===== src/rtl/eth_pkg.sv =====
// Shared Ethernet receive definitions: FSM encoding, status_err bit positions,
// frame constants and the reflected CRC-32 byte update.
package eth_pkg;

   localparam logic [3:0] ST_IDLE     = 4'd0;
   localparam logic [3:0] ST_PREAMBLE = 4'd1;
   localparam logic [3:0] ST_SFD      = 4'd2;
   localparam logic [3:0] ST_DST      = 4'd3;
   localparam logic [3:0] ST_SRC      = 4'd4;
   localparam logic [3:0] ST_TYPE     = 4'd5;
   localparam logic [3:0] ST_VTAG     = 4'd6;
   localparam logic [3:0] ST_PAYLOAD  = 4'd7;
   localparam logic [3:0] ST_REPORT   = 4'd8;

   localparam int ERR_PREAMBLE = 0;
   localparam int ERR_SFD      = 1;
   localparam int ERR_RUNT     = 2;
   localparam int ERR_GIANT    = 3;
   localparam int ERR_CRC      = 4;
   localparam int ERR_TRUNC    = 5;

   localparam logic [7:0]  PREAMBLE_BYTE = 8'h55;
   localparam logic [7:0]  SFD_BYTE      = 8'hD5;
   localparam logic [15:0] TPID_VLAN     = 16'h8100;

   localparam logic [31:0] CRC32_POLY = 32'hEDB88320;
   localparam logic [31:0] CRC32_INIT = 32'hFFFFFFFF;

   // Reflected IEEE 802.3 CRC, data consumed LSB first.
   function automatic logic [31:0] crc32_byte(input logic [31:0] crc, input logic [7:0] data);
      logic [31:0] c;
      c = crc ^ {24'h0, data};
      for (int i = 0; i < 8; i++) begin
         c = c[0] ? ((c >> 1) ^ CRC32_POLY) : (c >> 1);
      end
      return c;
   endfunction

endpackage


===== src/rtl/crc32_gen.sv =====
// Byte-serial Ethernet CRC-32 with per-frame clear; crc_out is the final
// (inverted) value, transmitted crc_out[7:0] first.
module crc32_gen (
   input  logic        clk,
   input  logic        rst_n,
   input  logic        clr,
   input  logic        en,
   input  logic [7:0]  data,
   output logic [31:0] crc_out
);
   import eth_pkg::*;

   logic [31:0] crc_q, crc_d;

   always_comb begin
      crc_d = crc_q;
      if (clr)     crc_d = CRC32_INIT;
      else if (en) crc_d = crc32_byte(crc_q, data);
   end

   always_ff @(posedge clk or negedge rst_n) begin
      if (!rst_n) crc_q <= CRC32_INIT;
      else        crc_q <= crc_d;
   end

   assign crc_out = ~crc_q;

endmodule


===== config.mk =====
export PLATFORM = sky130hd
export DESIGN_NAME = crc32_gen
export DESIGN_NICKNAME = d
export VERILOG_FILES = /design/src/rtl/eth_pkg.sv /design/src/rtl/crc32_gen.sv
export SDC_FILE = /design/constraint.sdc
export NUM_CORES = 1
export LEC_CHECK = 0
export CAP_MARGIN = 20
export CORE_MARGIN = 3
export CORE_UTILIZATION = 28
export CTS_CLUSTER_SIZE = 16
export DETAILED_ROUTE_END_ITERATION = 10
export PLACE_DENSITY_LB_ADDON = 0.25
export SLEW_MARGIN = 20
export SYNTH_ARGS = -nofsm -noshare
export SYNTH_HDL_FRONTEND = slang
export SYNTH_SLANG_ARGS = --single-unit

===== constraint.sdc =====
create_clock -name clk -period 3.3 [get_ports clk]
set_clock_uncertainty 0.2 [all_clocks]
set_input_delay 0.66 -clock clk [delete_from_list [all_inputs] [get_ports clk]]
set_output_delay 0.66 -clock clk [all_outputs]
set_load 0.02 [all_outputs]

; ---- Word level (Yosys, flattened, before mapping)
; Index checks and enable logic that the tools add are counted.
[word_totals]
inputBits = 12
word_cells = 22
register_bits = 32
[op_classes]
n_bitwise = 10
n_reduce_logical = 1
muxes = 10
[ops]
columns = operator, n
row1 = 2-to-1 mux 32 bit, 10
row2 = NOT 13 -> 14 bit, 8
row3 = NOT 32 bit, 1
row4 = bitwise XOR 32 x 8 -> 32 bit, 1
row5 = nonzero test 2 bit, 1

; ---- Longest topological paths before layout
[depth]
word_depth = 19
ltp_mapped = 5
depth_no_buf = 4

; ---- Least setup slack after synthesis
; OpenSTA, ideal clock, no wires.
[synth_path]
path_type = input-to-reg
startpoint = input data[1]
endpoint = register crc_q[13]
t_arrival_ns = 1.929
setup_ns = 0.082
path_slack_ns = 1.089
required_time_ns = 3.018
n_path_buf = 0
cell_stages = 4
cell_sequence = xnor2_4 xnor3_1 xnor2_1 a211o_1
[synth_via]
elab_chain_len = 12
[synth_rtl]
columns = item, line_no
row1 = from (decl), crc32_gen.sv:8  ; input logic [7:0] data,
row2 = bitwise XOR 32 x 8 -> 32 bit (*), eth_pkg.sv:32  ; c = crc ^ {24'h0, data};
row3 = 2-to-1 mux 32 bit (*) (5 in series), eth_pkg.sv:34  ; c = c[0] ? ((c >> 1) ^ CRC32_POLY) : (c >> 1);
row4 = NOT 13 -> 14 bit (no source line), n/a
row5 = 2-to-1 mux 32 bit (*) (3 in series), eth_pkg.sv:34
row6 = 2-to-1 mux 32 bit (*), crc32_gen.sv:18  ; else if (en) crc_d = crc32_byte(crc_q, data);
row7 = 2-to-1 mux 32 bit (*), crc32_gen.sv:17  ; if (clr) crc_d = CRC32_INIT;
row8 = to (signal assigned), crc32_gen.sv:23  ; else crc_q <= crc_d;
row9 = to (decl), crc32_gen.sv:13  ; logic [31:0] crc_q, crc_d;
; Mark *: on every way between the ends. The rest lies on a longest branch, timed or not. The select of a mux whose other input is x is not followed.
; A chain may end at the register's enable or synchronous reset.

; ---- Worst setup path in the final report
; Same ends and word-level chain as after synthesis.

==> flow_metrics.py <==
metrics = {
    "clocking": {
        "cts_setup_buffers": 0,
        "holdBufCountCts": 0,
        "clk_latency_ns": 0.29,
        "cts_max_level": 2,
        "cts_buffers": 5,
        "cts_resized": 0,
        "clockRootBuffer": "clkbuf_8",
        "clkSlewWorstSetupHoldPaths_ns": 0.07,
        "cts_buffer_depth": 2,
        "cts_tree": "built",
        "cts.sinks": 32,
    },
    "critical_path": {
        "crit_start": "data[1]",
        "regToRegStartpoint": "crc_q[7]",
        "cp-end-kind": "flip-flop",
        "rr_endpoint": "crc_q[5]",
        "crit_path_end": "crc_q[13]",
        "critPathKind": "in -> reg",
        "arrival_ns": 2.57,
        "cp-start-kind": "primary input",
        "critPathRequiredTime_ns": 3.31,
        "worst_r2r_path_depth": 5,
        "path_max_fanout": 7,
        "r2r_slack_ns": 1.14,
    },
    "timing": {
        "finalMaxSlewViolations": 0,
        "period_needed_ns": 2.557,
        "tightestPinTransition_ns": 0.7178,
        "fin_ws_ns": 0.7427,
        "relSlewSlack_pct": 52.00,
        "report.final.setup_viol": 0,
        "fin_hold_ws_ns": 0.3114,
        "setup_tns_ns": 0,
        "hold_viol": 0,
        "max_freq_mhz": 391.0,
        "finalCritPeriodShare_pct": 77.49,
        "rsz0062_at_grt": "no",
    },
    "placement": {
        "routabilityCongestion": 0.7407,
        "io_buffers": 43,
        "place_ws_ns": 0.4159,
        "dp.final_hpwl_mm": 4.148,
        "place_inst": 350,
    },
    "grt": {
        "grt.overflow.total": 0,
        "track_usage_pct": 12.06,
        "grt_pass1_vias": 1665,
        "grt_pass1_wl_mm": 9.059,
        "grt_max_degree": 33,
        "antenna_found_initial": 0,
    },
    "yosys": {
        "synthCells": 205,
        "ys_ff_latch": 32,
        "syn_nets": 217,
        "yosysWarnings": 0,
        "yosysUniqueCellTypes": 22,
        "synth_top_area_share_pct": 35.33,
        "synthTopCellsByArea": "dfstp_2 (35%), xnor3_1 (15%), xnor2_1 (10%)",
        "yosysTopAreaCell": "dfstp_2",
        "synth-seq-area-share_pct": 35.33,
        "synth_area_per_cell_um2": 11.61,
        "netlist_area_um2": 2380,
    },
    "pwr": {
        "power_uw": 3013,
        "p_per_area_nw_per_um2": 985.7,
        "ir_drop_uv": 266.9,
        "p_leak_uw": 0.001465,
    },
    "cells_and_area": {
        "drive_gt1_share_pct": 24.61,
        "n_antenna_cell": 0,
        "largest-register": "crc_q",
        "area_delta_synth_final_pct": 28.44,
        "final_common_cell": "clkdlybuf4s50_1",
        "layout_common_cells": "clkdlybuf4s50_1 (43), inv_1 (34), dfstp_2 (32)",
        "largest_register_ff_count": 32,
        "top_regs": "crc_q (32)",
        "finalNonFillerCells": 358,
        "final_nets": 267,
        "num-fill-cells": 803,
    },
    "floorplanning": {
        "start_util_pct": 29.87,
        "dieArea_um2": 9641,
        "die_h_um": 98.19,
        "dieWidth_um": 98.19,
        "pin_count": 44,
        "design.core.area_um2": 7968,
        "num_rows": 32,
    },
    "route": {
        "wl_per_cell_um": 15.44,
        "vias_per_cell": 4.265,
        "wl_mm": 5.527,
        "ant_nets": 0,
        "drt_iter0_markers": 55,
        "drc_errors": 0,
        "dr.pass1.iters": 4,
        "num_vias": 1527,
    },
    "worst_hold_path": {
        "min_from": "crc_q[22]",
        "hold_path.class": "reg -> reg",
    },
    "status": {
        "status": "complete, no violations",
    },
    "flow_run": {
        "cap_violations": 0,
    },
}
==> cell type report <==
type                    count  area [um2]  area share (%)
clock buffers               8       90.09           2.947
inverters                  34       127.6           4.175
flip-flops and latches     32       840.8           27.51
repair buffers             52       498.0           16.29
well taps                 102       127.6           4.175
multi-input cells         130        1373           44.90
==> report_power, final <==
group	switching [uW]	total [uW]	internal, uW	leakage (uW)
Clock	149	319	170	0.0000455
Combinational	878	1990	1110	0.00108
Sequential	102	704	602	0.000337
Total	1130	3010	1890	0.00147
==> worst max-delay path, cell delays in order <==
cell,delay [ns]
clkdlybuf4s50_1,0.49
xnor2_4,0.41
xnor3_1,0.54
xnor2_1,0.17
a211o_1,0.30
==> Yosys cell counts <==
library cell    n
inv_1          34
a211o_1        13
a21oi_1        13
a21bo_2         1
xnor3_1        16
xnor2_2         6
xnor2_4         5
a21bo_1         1
nor3_1          5
dlygate4sd1_1   1
nor2_1         14
xor2_1          6
o21ai_1         1
o21ai_0         5
dfstp_2        32
xnor2_1        28
xnor3_2         1
clkbuf_1        8
o211ai_1        6
nand2_1         6
xnor3_4         1
xor2_4          2
==> worst min-delay path by stage <==
stage                     slack, ns         to  depth (start not counted)
after floorplan                0.28  crc_q[22]                          2
after global placement         0.29  crc_q[22]                          2
after detailed placement       0.30  crc_q[22]                          2
after CTS                      0.31  crc_q[22]                          2
after global routing           0.34  crc_q[22]                          2
final                          0.31  crc_q[22]                          2
==> through the flow <==
step,utilization (%),area [um2]
after CTS,38.36,3057
after global routing,38.36,3057
after global placement,37.23,2967
after detailed placement,37.23,2967
final,38.36,3057
after floorplan,-,2380
==> cells by family (layout without fill, tap and decap cells) <==
group	after synthesis	in the layout	share of synthesized area (%)
DFF	32	32	35.33
and+or+nand+nor	25	25	4.206
xor gates and xnor gates	65	65	41.96
AOI/OAI and AO/OA	40	40	11.51
buffers and inverters	43	94	6.993
==> per-layer routing <==
| layer | part of all wire (%) | wire length, um | GRT usage [%] |
|---|---|---|---|
| met5 | 0 | 0 | 0 |
| met1 | 51 | 2845 | 17.89 |
| met3 | 3.1 | 174 | 2.857 |
| met2 | 45 | 2460 | 17.96 |
| met4 | 0.83 | 46 | 2.521 |
No activity file was read; power rests on OpenSTA's default activity.
